==> src/rtl/router_port_reader_if.sv <==
// Router output-port reader bus: FIFO read side, byte stream to the sink, per-packet status.
// Latency: none (wires only).
// Backpressure: out_ready from the sink; vld_out from the port FIFO.
interface router_port_reader_if;
    logic       vld_out;
    logic [7:0] data_in;
    logic       read_enb;
    logic [7:0] out_data;
    logic       out_valid;
    logic       out_last;
    logic       out_ready;
    logic       pkt_done;
    logic [5:0] pkt_len;
    logic       parity_err;
    logic       addr_err;
    logic       pkt_abort;

    // Reader side
    modport master (
        input  vld_out, data_in, out_ready,
        output read_enb, out_data, out_valid, out_last,
        output pkt_done, pkt_len, parity_err, addr_err, pkt_abort
    );

    // Port FIFO / sink / host side
    modport slave (
        output vld_out, data_in, out_ready,
        input  read_enb, out_data, out_valid, out_last,
        input  pkt_done, pkt_len, parity_err, addr_err, pkt_abort
    );
endinterface

==> src/rtl/router_port_reader.sv <==
// Drains one router output port: header, payload, parity; forwards payload, checks addr/parity.
// Latency: read_enb -> out_valid 2 clocks; 1 byte/clk while the sink is ready.
// Backpressure: 2-entry skid buffer; reads issued only while occupancy + in-flight reads < 2.
module router_port_reader #(
    parameter logic [1:0] PORT_ID     = 2'b00,
    parameter int         WAIT_CYCLES = 4
) (
    input  logic                 clock,
    input  logic                 resetn,
    input  logic                 soft_reset,
    router_port_reader_if.master bus
);
    localparam logic [4:0] WAIT_LAST = (WAIT_CYCLES > 0) ? 5'(WAIT_CYCLES - 1) : 5'd0;

    typedef enum logic [2:0] {IDLE, WAIT, HDR, PAYLOAD, PARITY, DONE} state_t;
    typedef enum logic [1:0] {K_HDR, K_PAY, K_PAR} kind_t;

    state_t     state, state_nxt;
    logic [4:0] wait_cnt;
    logic [5:0] rd_cnt;
    logic [5:0] len_r;
    logic       read_need, rd_go, abort, credit, push, pop, last_pay_rd, out_vld;
    kind_t      kind_now;
    logic       pend, pend_last;
    kind_t      pend_kind;
    logic [7:0] acc;
    logic       addr_bad, par_bad;
    logic [8:0] buf0, buf1;
    logic       wr_ptr, rd_ptr;
    logic [1:0] occ;
    logic [2:0] load;
    logic       pkt_done_r, pkt_abort_r, parity_err_r, addr_err_r;

    assign abort       = soft_reset && (state != IDLE);
    assign out_vld     = (occ != 2'd0);
    assign pop         = out_vld && bus.out_ready;
    assign push        = pend && (pend_kind == K_PAY);
    // Occupancy after this cycle's pop plus the read whose data arrives next cycle.
    assign load        = {1'b0, occ} - {2'b0, pop} + {2'b0, pend};
    assign credit      = (load < 3'd2);
    assign last_pay_rd = (rd_cnt == len_r - 6'd1);
    assign read_need   = ((state == HDR || state == PARITY) && rd_cnt == 6'd0) ||
                         (state == PAYLOAD && rd_cnt < len_r);
    assign rd_go       = bus.vld_out && read_need && credit;
    assign kind_now    = (state == HDR) ? K_HDR : ((state == PAYLOAD) ? K_PAY : K_PAR);

    assign bus.read_enb   = rd_go;
    assign bus.out_valid  = out_vld;
    assign bus.out_data   = rd_ptr ? buf1[7:0] : buf0[7:0];
    assign bus.out_last   = out_vld && (rd_ptr ? buf1[8] : buf0[8]);
    assign bus.pkt_done   = pkt_done_r;
    assign bus.pkt_abort  = pkt_abort_r;
    assign bus.pkt_len    = len_r;
    assign bus.parity_err = parity_err_r;
    assign bus.addr_err   = addr_err_r;

    // FSM state register
    always_ff @(posedge clock or negedge resetn) begin
        if (!resetn) state <= IDLE;
        else         state <= state_nxt;
    end

    // Next-state logic; an abort from any busy state returns to IDLE
    always_comb begin
        state_nxt = state;
        case (state)
            IDLE:    if (bus.vld_out) state_nxt = (WAIT_CYCLES == 0) ? HDR : WAIT;
            WAIT:    if (wait_cnt == WAIT_LAST) state_nxt = HDR;
            HDR:     if (pend) state_nxt = (bus.data_in[7:2] != 6'd0) ? PAYLOAD : PARITY;
            PAYLOAD: if (rd_go && last_pay_rd) state_nxt = PARITY;
            PARITY:  if (pend && pend_kind == K_PAR) state_nxt = DONE;
            DONE:    if (occ == 2'd0) state_nxt = IDLE;
            default: state_nxt = IDLE;
        endcase
        if (abort) state_nxt = IDLE;
    end

    // Per-state counters: wait cycles and reads issued, cleared on every state change
    always_ff @(posedge clock or negedge resetn) begin
        if (!resetn) begin
            wait_cnt <= 5'd0;
            rd_cnt   <= 6'd0;
        end else if (state_nxt != state) begin
            wait_cnt <= 5'd0;
            rd_cnt   <= 6'd0;
        end else begin
            if (state == WAIT) wait_cnt <= wait_cnt + 5'd1;
            if (rd_go)         rd_cnt   <= rd_cnt + 6'd1;
        end
    end

    // Returned-byte handling, skid buffer, parity accumulation and status pulses
    always_ff @(posedge clock or negedge resetn) begin
        if (!resetn) begin
            pend         <= 1'b0;
            pend_last    <= 1'b0;
            pend_kind    <= K_HDR;
            len_r        <= 6'd0;
            acc          <= 8'd0;
            addr_bad     <= 1'b0;
            par_bad      <= 1'b0;
            buf0         <= 9'd0;
            buf1         <= 9'd0;
            wr_ptr       <= 1'b0;
            rd_ptr       <= 1'b0;
            occ          <= 2'd0;
            pkt_done_r   <= 1'b0;
            pkt_abort_r  <= 1'b0;
            parity_err_r <= 1'b0;
            addr_err_r   <= 1'b0;
        end else begin
            pkt_done_r  <= 1'b0;
            pkt_abort_r <= 1'b0;
            if (abort) begin
                // Drop buffered and in-flight bytes; no completion for this packet
                pend         <= 1'b0;
                wr_ptr       <= 1'b0;
                rd_ptr       <= 1'b0;
                occ          <= 2'd0;
                acc          <= 8'd0;
                pkt_abort_r  <= 1'b1;
                parity_err_r <= 1'b0;
                addr_err_r   <= 1'b0;
            end else begin
                pend      <= rd_go;
                pend_kind <= kind_now;
                pend_last <= (state == PAYLOAD) && last_pay_rd;
                if (pend && pend_kind == K_HDR) begin
                    len_r    <= bus.data_in[7:2];
                    addr_bad <= (bus.data_in[1:0] != PORT_ID);
                    acc      <= bus.data_in;
                end
                if (push) begin
                    if (wr_ptr) buf1 <= {pend_last, bus.data_in};
                    else        buf0 <= {pend_last, bus.data_in};
                    wr_ptr <= ~wr_ptr;
                    acc    <= acc ^ bus.data_in;
                end
                if (pend && pend_kind == K_PAR) par_bad <= (bus.data_in != acc);
                if (pop) rd_ptr <= ~rd_ptr;
                occ <= occ + {1'b0, push} - {1'b0, pop};
                if (state == DONE && occ == 2'd0) begin
                    pkt_done_r   <= 1'b1;
                    parity_err_r <= par_bad;
                    addr_err_r   <= addr_bad;
                end
            end
        end
    end
endmodule

==> src/flat_wrapper.sv <==
// flat-port wrapper written by rule: the top's interface ports become plain ports
module router_port_reader_flat 
#(
    parameter logic [1:0] PORT_ID     = 2'b00,
    parameter int         WAIT_CYCLES = 4
)
  (clock, resetn, soft_reset, bus_vld_out, bus_data_in, bus_out_ready, bus_read_enb, bus_out_data, bus_out_valid, bus_out_last, bus_pkt_done, bus_pkt_len, bus_parity_err, bus_addr_err, bus_pkt_abort);
  router_port_reader_if bus_i ();
  input  logic clock;
  input  logic resetn;
  input  logic soft_reset;
  input wire logic [$bits(bus_i.vld_out)-1:0] bus_vld_out;
  input wire logic [$bits(bus_i.data_in)-1:0] bus_data_in;
  input wire logic [$bits(bus_i.out_ready)-1:0] bus_out_ready;
  output wire logic [$bits(bus_i.read_enb)-1:0] bus_read_enb;
  output wire logic [$bits(bus_i.out_data)-1:0] bus_out_data;
  output wire logic [$bits(bus_i.out_valid)-1:0] bus_out_valid;
  output wire logic [$bits(bus_i.out_last)-1:0] bus_out_last;
  output wire logic [$bits(bus_i.pkt_done)-1:0] bus_pkt_done;
  output wire logic [$bits(bus_i.pkt_len)-1:0] bus_pkt_len;
  output wire logic [$bits(bus_i.parity_err)-1:0] bus_parity_err;
  output wire logic [$bits(bus_i.addr_err)-1:0] bus_addr_err;
  output wire logic [$bits(bus_i.pkt_abort)-1:0] bus_pkt_abort;
  assign bus_i.vld_out = bus_vld_out;
  assign bus_i.data_in = bus_data_in;
  assign bus_i.out_ready = bus_out_ready;
  assign bus_read_enb = bus_i.read_enb;
  assign bus_out_data = bus_i.out_data;
  assign bus_out_valid = bus_i.out_valid;
  assign bus_out_last = bus_i.out_last;
  assign bus_pkt_done = bus_i.pkt_done;
  assign bus_pkt_len = bus_i.pkt_len;
  assign bus_parity_err = bus_i.parity_err;
  assign bus_addr_err = bus_i.addr_err;
  assign bus_pkt_abort = bus_i.pkt_abort;
  router_port_reader #(.PORT_ID(PORT_ID), .WAIT_CYCLES(WAIT_CYCLES)) u_core (.clock(clock), .resetn(resetn), .soft_reset(soft_reset), .bus(bus_i));
endmodule
==> config.mk <==
export PLATFORM = sky130hd
export DESIGN_NAME = router_port_reader_flat
export DESIGN_NICKNAME = d
export VERILOG_FILES = /design/src/rtl/router_port_reader_if.sv /design/src/rtl/router_port_reader.sv /design/src/flat_wrapper.sv
export SDC_FILE = /design/constraint.sdc
export NUM_CORES = 1
export LEC_CHECK = 0
export BUFFER_PORTS_ARGS = -buffer_cell sky130_fd_sc_hd__buf_2
export CELL_PAD_IN_SITES_DETAIL_PLACEMENT = 1
export CELL_PAD_IN_SITES_GLOBAL_PLACEMENT = 2
export CORE_MARGIN = 1
export CORE_UTILIZATION = 30
export DETAILED_ROUTE_END_ITERATION = 10
export PLACE_DENSITY_LB_ADDON = 0.1
export SLEW_MARGIN = 30
export SYNTH_ARGS = -nofsm -noshare
export SYNTH_HDL_FRONTEND = slang
export SYNTH_SLANG_ARGS = --single-unit
==> constraint.sdc <==
create_clock -name clock -period 2.8 [get_ports clock]
set_clock_uncertainty 0.1 [all_clocks]
set_input_delay 0.42 -clock clock [delete_from_list [all_inputs] [get_ports clock]]
set_output_delay 0.42 -clock clock [all_outputs]
set_load 0.1 [all_outputs]
==> out/qor.yml <==
status:
  status: "complete, but fails checks"
  failing_checks: "negative setup slack"
setup_path:
  worst_r2r_path_depth: 14
  crit_fanout: 3
  crit_path_end_kind: "output pin"
  crit_path_start_kind: "flip-flop"
  crit_type: "flip-flop to output pin"
  critical_path.startpoint: "u_core.occ[1]"
  worst_flop_to_flop_path_endpoint: "u_core.rd_cnt[1]"
  critical_path_arrival_ns: 2.38
  r2r_slack_ns: -0.05
  critPathRequiredTime_ns: 2.28
  timing.rr.start: "u_core.occ[1]"
  worst_setup_path_endpoint: "bus_read_enb"
grt:
  grt_max_degree: 42
  grt_first_pass_wirelength_um: 16100
  via_count_of_the_first_global_routing_pass: 2961
  number_of_antenna_violations_at_the_first_check_in_global_routing: 0
  grt_usage_pct: 17.1
  gr-total-overflow: 0
timing:
  max_slew_margin_pct: 60.2
  fin_worst_hold_slack_ns: 0.300
  report.final.hold_viol_count: 0
  setup-tns-final_ns: -0.539
  grt_setup_unrepaired: "true"
  layout_worst_path_cycle_share_pct: 104
  final.min_clock_period_ns: 2.90
  max_slew.worst_pin.slew_ns: 0.596
  timing.final.setup_violations: 12
  maxClockFrequency_mhz: 344
  slew_violations: 0
  final.setup.worst_slack_ns: -0.105
worst_hold_path:
  path_class_of_the_lowest_slack_min_delay_path: "primary input to flip-flop"
die:
  core_um2: 11400
  top_level_ports: 34
  num_rows: 39
  die_w_um: 110
  initial_utilization_pct: 30.9
  dieHeight_um: 110
  floorplan.die_area_um2: 12200
power_and_ir_drop:
  p_leak_uw: 0.00200
  clock_network_fraction_of_total_power_pct: 30.6
  power_per_cell_area_nw_per_um2: 836
  power.switching_fraction_pct: 39.8
  pwr-share-comb_pct: 38.5
  p_sw_uw: 1470
  worst_ir_drop_vdd_uv: 311
  seq_power_share_pct: 30.9
  totalPowerFinal_uw: 3690
  power_report.internal_total_uw: 2220
placed_design:
  hpwl_um: 6890
  place.port_buffers: 33
  placement.setup.worst_slack_ns: 0.135
  dpl_cell_area_um2: 3980
  globalplace.congestion: 0.748
clocking:
  cts.clk_slew.worst_paths_ns: 0.05
  clockBufferDepth: 2
  cts_sinks: 60
  clock_tree_from_tritoncts: "built"
  clk_root_buffer_cell: "sky130_fd_sc_hd__clkbuf_16"
  tritoncts.num_buffers: 9
  clkLatencyLatePin_ns: 0.34
  htreeDepth: 3
synth:
  synth-seq-cells: 60
  synthesis.nets: 376
  syn_area_per_cell_um2: 10.1
  async_reset_ff_share_pct: 100
  synthesis.yosys.warnings: 0
  synthCells: 350
  synth_seq_area_share_pct: 42.6
  post_synthesis_cell_area_um2: 3530
  ys_dominant_reg_cell: "sky130_fd_sc_hd__dfrtp_1"
  number_of_enable_flip_flop_cells_after_synthesis: 0
  synthDistinctLibCells: 50
final_layout:
  antenna_cell_count: 0
  final_cell_mix: "59 x sky130_fd_sc_hd__dfrtp_1, 32 x sky130_fd_sc_hd__buf_2, 30 x sky130_fd_sc_hd__nand2_1"
  layout-drive-gt1-share_pct: 33.6
  mostFrequentLayoutCell: "sky130_fd_sc_hd__dfrtp_1"
  area.growth.synth_to_final_pct: 25.3
  post_route_cell_area_um2: 4420
  finalNetCount: 432
detailed_routing:
  wl_per_cell_um: 17.3
  vias: 2803
  drt-total-wl_um: 9590
  drc: 0
  drt.antenna.violating_nets: 0
  drt-initial-drc-count: 90
  drtPass1Iterations: 4
  vias_per_cell: 5.06
flow_run:
  cap_violations: 0
## routing by layer
| metal | GRT usage [%] | share of wire, % |
|---|---|---|
| met1 | 22.8 | 47 |
| met4 | 6.58 | 1.5 |
| met3 | 3.73 | 2.9 |
| met2 | 26.8 | 48 |
| met5 | 0 | 0 |
## flip-flops by register name (all words and copies together), names as in the netlist
register / cells
u_core.occ: 2
u_core.bus.pkt_abort: 1
u_core.state: 3
u_core.bus.parity_err: 1
u_core.wait_cnt: 5
u_core.rd_ptr: 1
u_core.bus.pkt_done: 1
u_core.bus.pkt_len: 6
u_core.pend: 1
u_core.pend_kind: 2
u_core.wr_ptr: 1
u_core.rd_cnt: 6
u_core.buf1: 9
u_core.addr_bad: 1
u_core.buf0: 9
u_core.pend_last: 1
u_core.par_bad: 1
u_core.bus.addr_err: 1
u_core.acc: 8
## final cells by class
type / instances / area (um2)
repair buffers: 61 / 413
clock buffers: 11 / 243
multi-input cells: 258 / 1950
clock inverters: 5 / 61.3
well taps: 143 / 179
fillers: 1305 / 7000
inverters: 16 / 67.6
flip-flops and latches: 60 / 1500
## metrics by stage
stage,cells,utilization [%]
2_1_floorplan,350,-
5_1_grt,554,38.7
3_5_place_dp,529,34.8
6_report,554,38.7
3_3_place_gp,529,34.8
4_1_cts,550,38.1
## power by group through the flow
stage / Sequential [uW] / Clock, uW / Combinational, uW
3_5_place_dp: 1160 / 0 / 1320
2_1_floorplan: 1170 / 0 / 1010
4_1_cts: 1150 / 1160 / 1390
5_1_grt: 1170 / 1190 / 1530
6_report: 1140 / 1130 / 1420
3_3_place_gp: 1160 / 0 / 1300
## cells by family (layout without fill, tap and decap cells)
logic type | after synthesis | in the layout | share of synthesized area, %
multiplexers | 41 | 41 | 12.6
AO/OA/AOI/OAI | 57 | 57 | 10.3
XOR/XNOR | 29 | 29 | 7.20
flip-flops | 60 | 60 | 42.6
adder cells (fa/ha/maj) | 13 | 13 | 4.82
AND/OR/NAND/NOR | 118 | 118 | 17.2
buffers and inverters | 32 | 93 | 5.21
## synth_stat cells, drive strengths merged (2+ instances only)
| master | number | area (um2) |
|---|---|---|
| nor4 | 8 | 50.1 |
| nor3 | 5 | 30.0 |
| or3 | 2 | 15.0 |
| dfrtp | 60 | 1500 |
| xnor2 | 11 | 96.3 |
| mux2 | 28 | 315 |
| mux2i | 13 | 130 |
| inv | 16 | 60.1 |
| nor3b | 4 | 30.0 |
| o211ai | 2 | 15.0 |
| o22ai | 2 | 12.5 |
| or2 | 2 | 12.5 |
| o21bai | 3 | 22.5 |
| clkbuf | 10 | 67.6 |
| nand3 | 7 | 35.0 |
| nor2b | 14 | 87.6 |
| o21a | 3 | 23.8 |
| a21oi | 16 | 80.1 |
| nor2 | 29 | 109 |
| and3 | 2 | 13.8 |
| ha | 12 | 150 |
| nand4 | 5 | 31.3 |
| nand2 | 31 | 116 |
| xor2 | 18 | 158 |
| o21ai | 20 | 100 |
| o2111ai | 2 | 17.5 |
| buf | 6 | 56.3 |
| nand2b | 3 | 18.8 |
## worst max-delay path: stages, from the launching register on
cell                         delay, ns
sky130_fd_sc_hd__dfrtp_2          0.42
sky130_fd_sc_hd__nor2_4           0.14
sky130_fd_sc_hd__clkinvlp_4       0.12
sky130_fd_sc_hd__nand2_4          0.09
sky130_fd_sc_hd__nor2_2           0.04
sky130_fd_sc_hd__fa_2             0.35
sky130_fd_sc_hd__xnor2_2          0.19
sky130_fd_sc_hd__o2111ai_4        0.18
sky130_fd_sc_hd__nor3_4           0.20
sky130_fd_sc_hd__nor2_4           0.08
sky130_fd_sc_hd__clkinvlp_4       0.09
sky130_fd_sc_hd__buf_12           0.17
## how the worst min path moves through the flow
stage	start	to	slack [ns]	depth (start not counted)
3_3_place_gp	resetn	u_core.rd_cnt[1]	0.35	1
2_1_floorplan	resetn	u_core.acc[0]	0.02	0
5_1_grt	bus_data_in[0]	u_core.acc[0]	0.33	3
3_5_place_dp	resetn	u_core.rd_cnt[1]	0.35	1
6_report	bus_data_in[0]	u_core.acc[0]	0.30	3
4_1_cts	bus_data_in[0]	u_core.acc[0]	0.30	3
## what timing repair did
| action | 4_1_cts | 5_1_grt |
|---|---|---|
| hold buffers | 1 | 0 |
| buffers inserted | 4 | 4 |
| gates resized for setup | 4 | 12 |
| pin swaps | 4 | 6 |
| hold endpoints to repair | 8 | 0 |
| setup endpoints to repair | 1 | 13 |
Note: power is estimated with default switching activity, not from simulation.
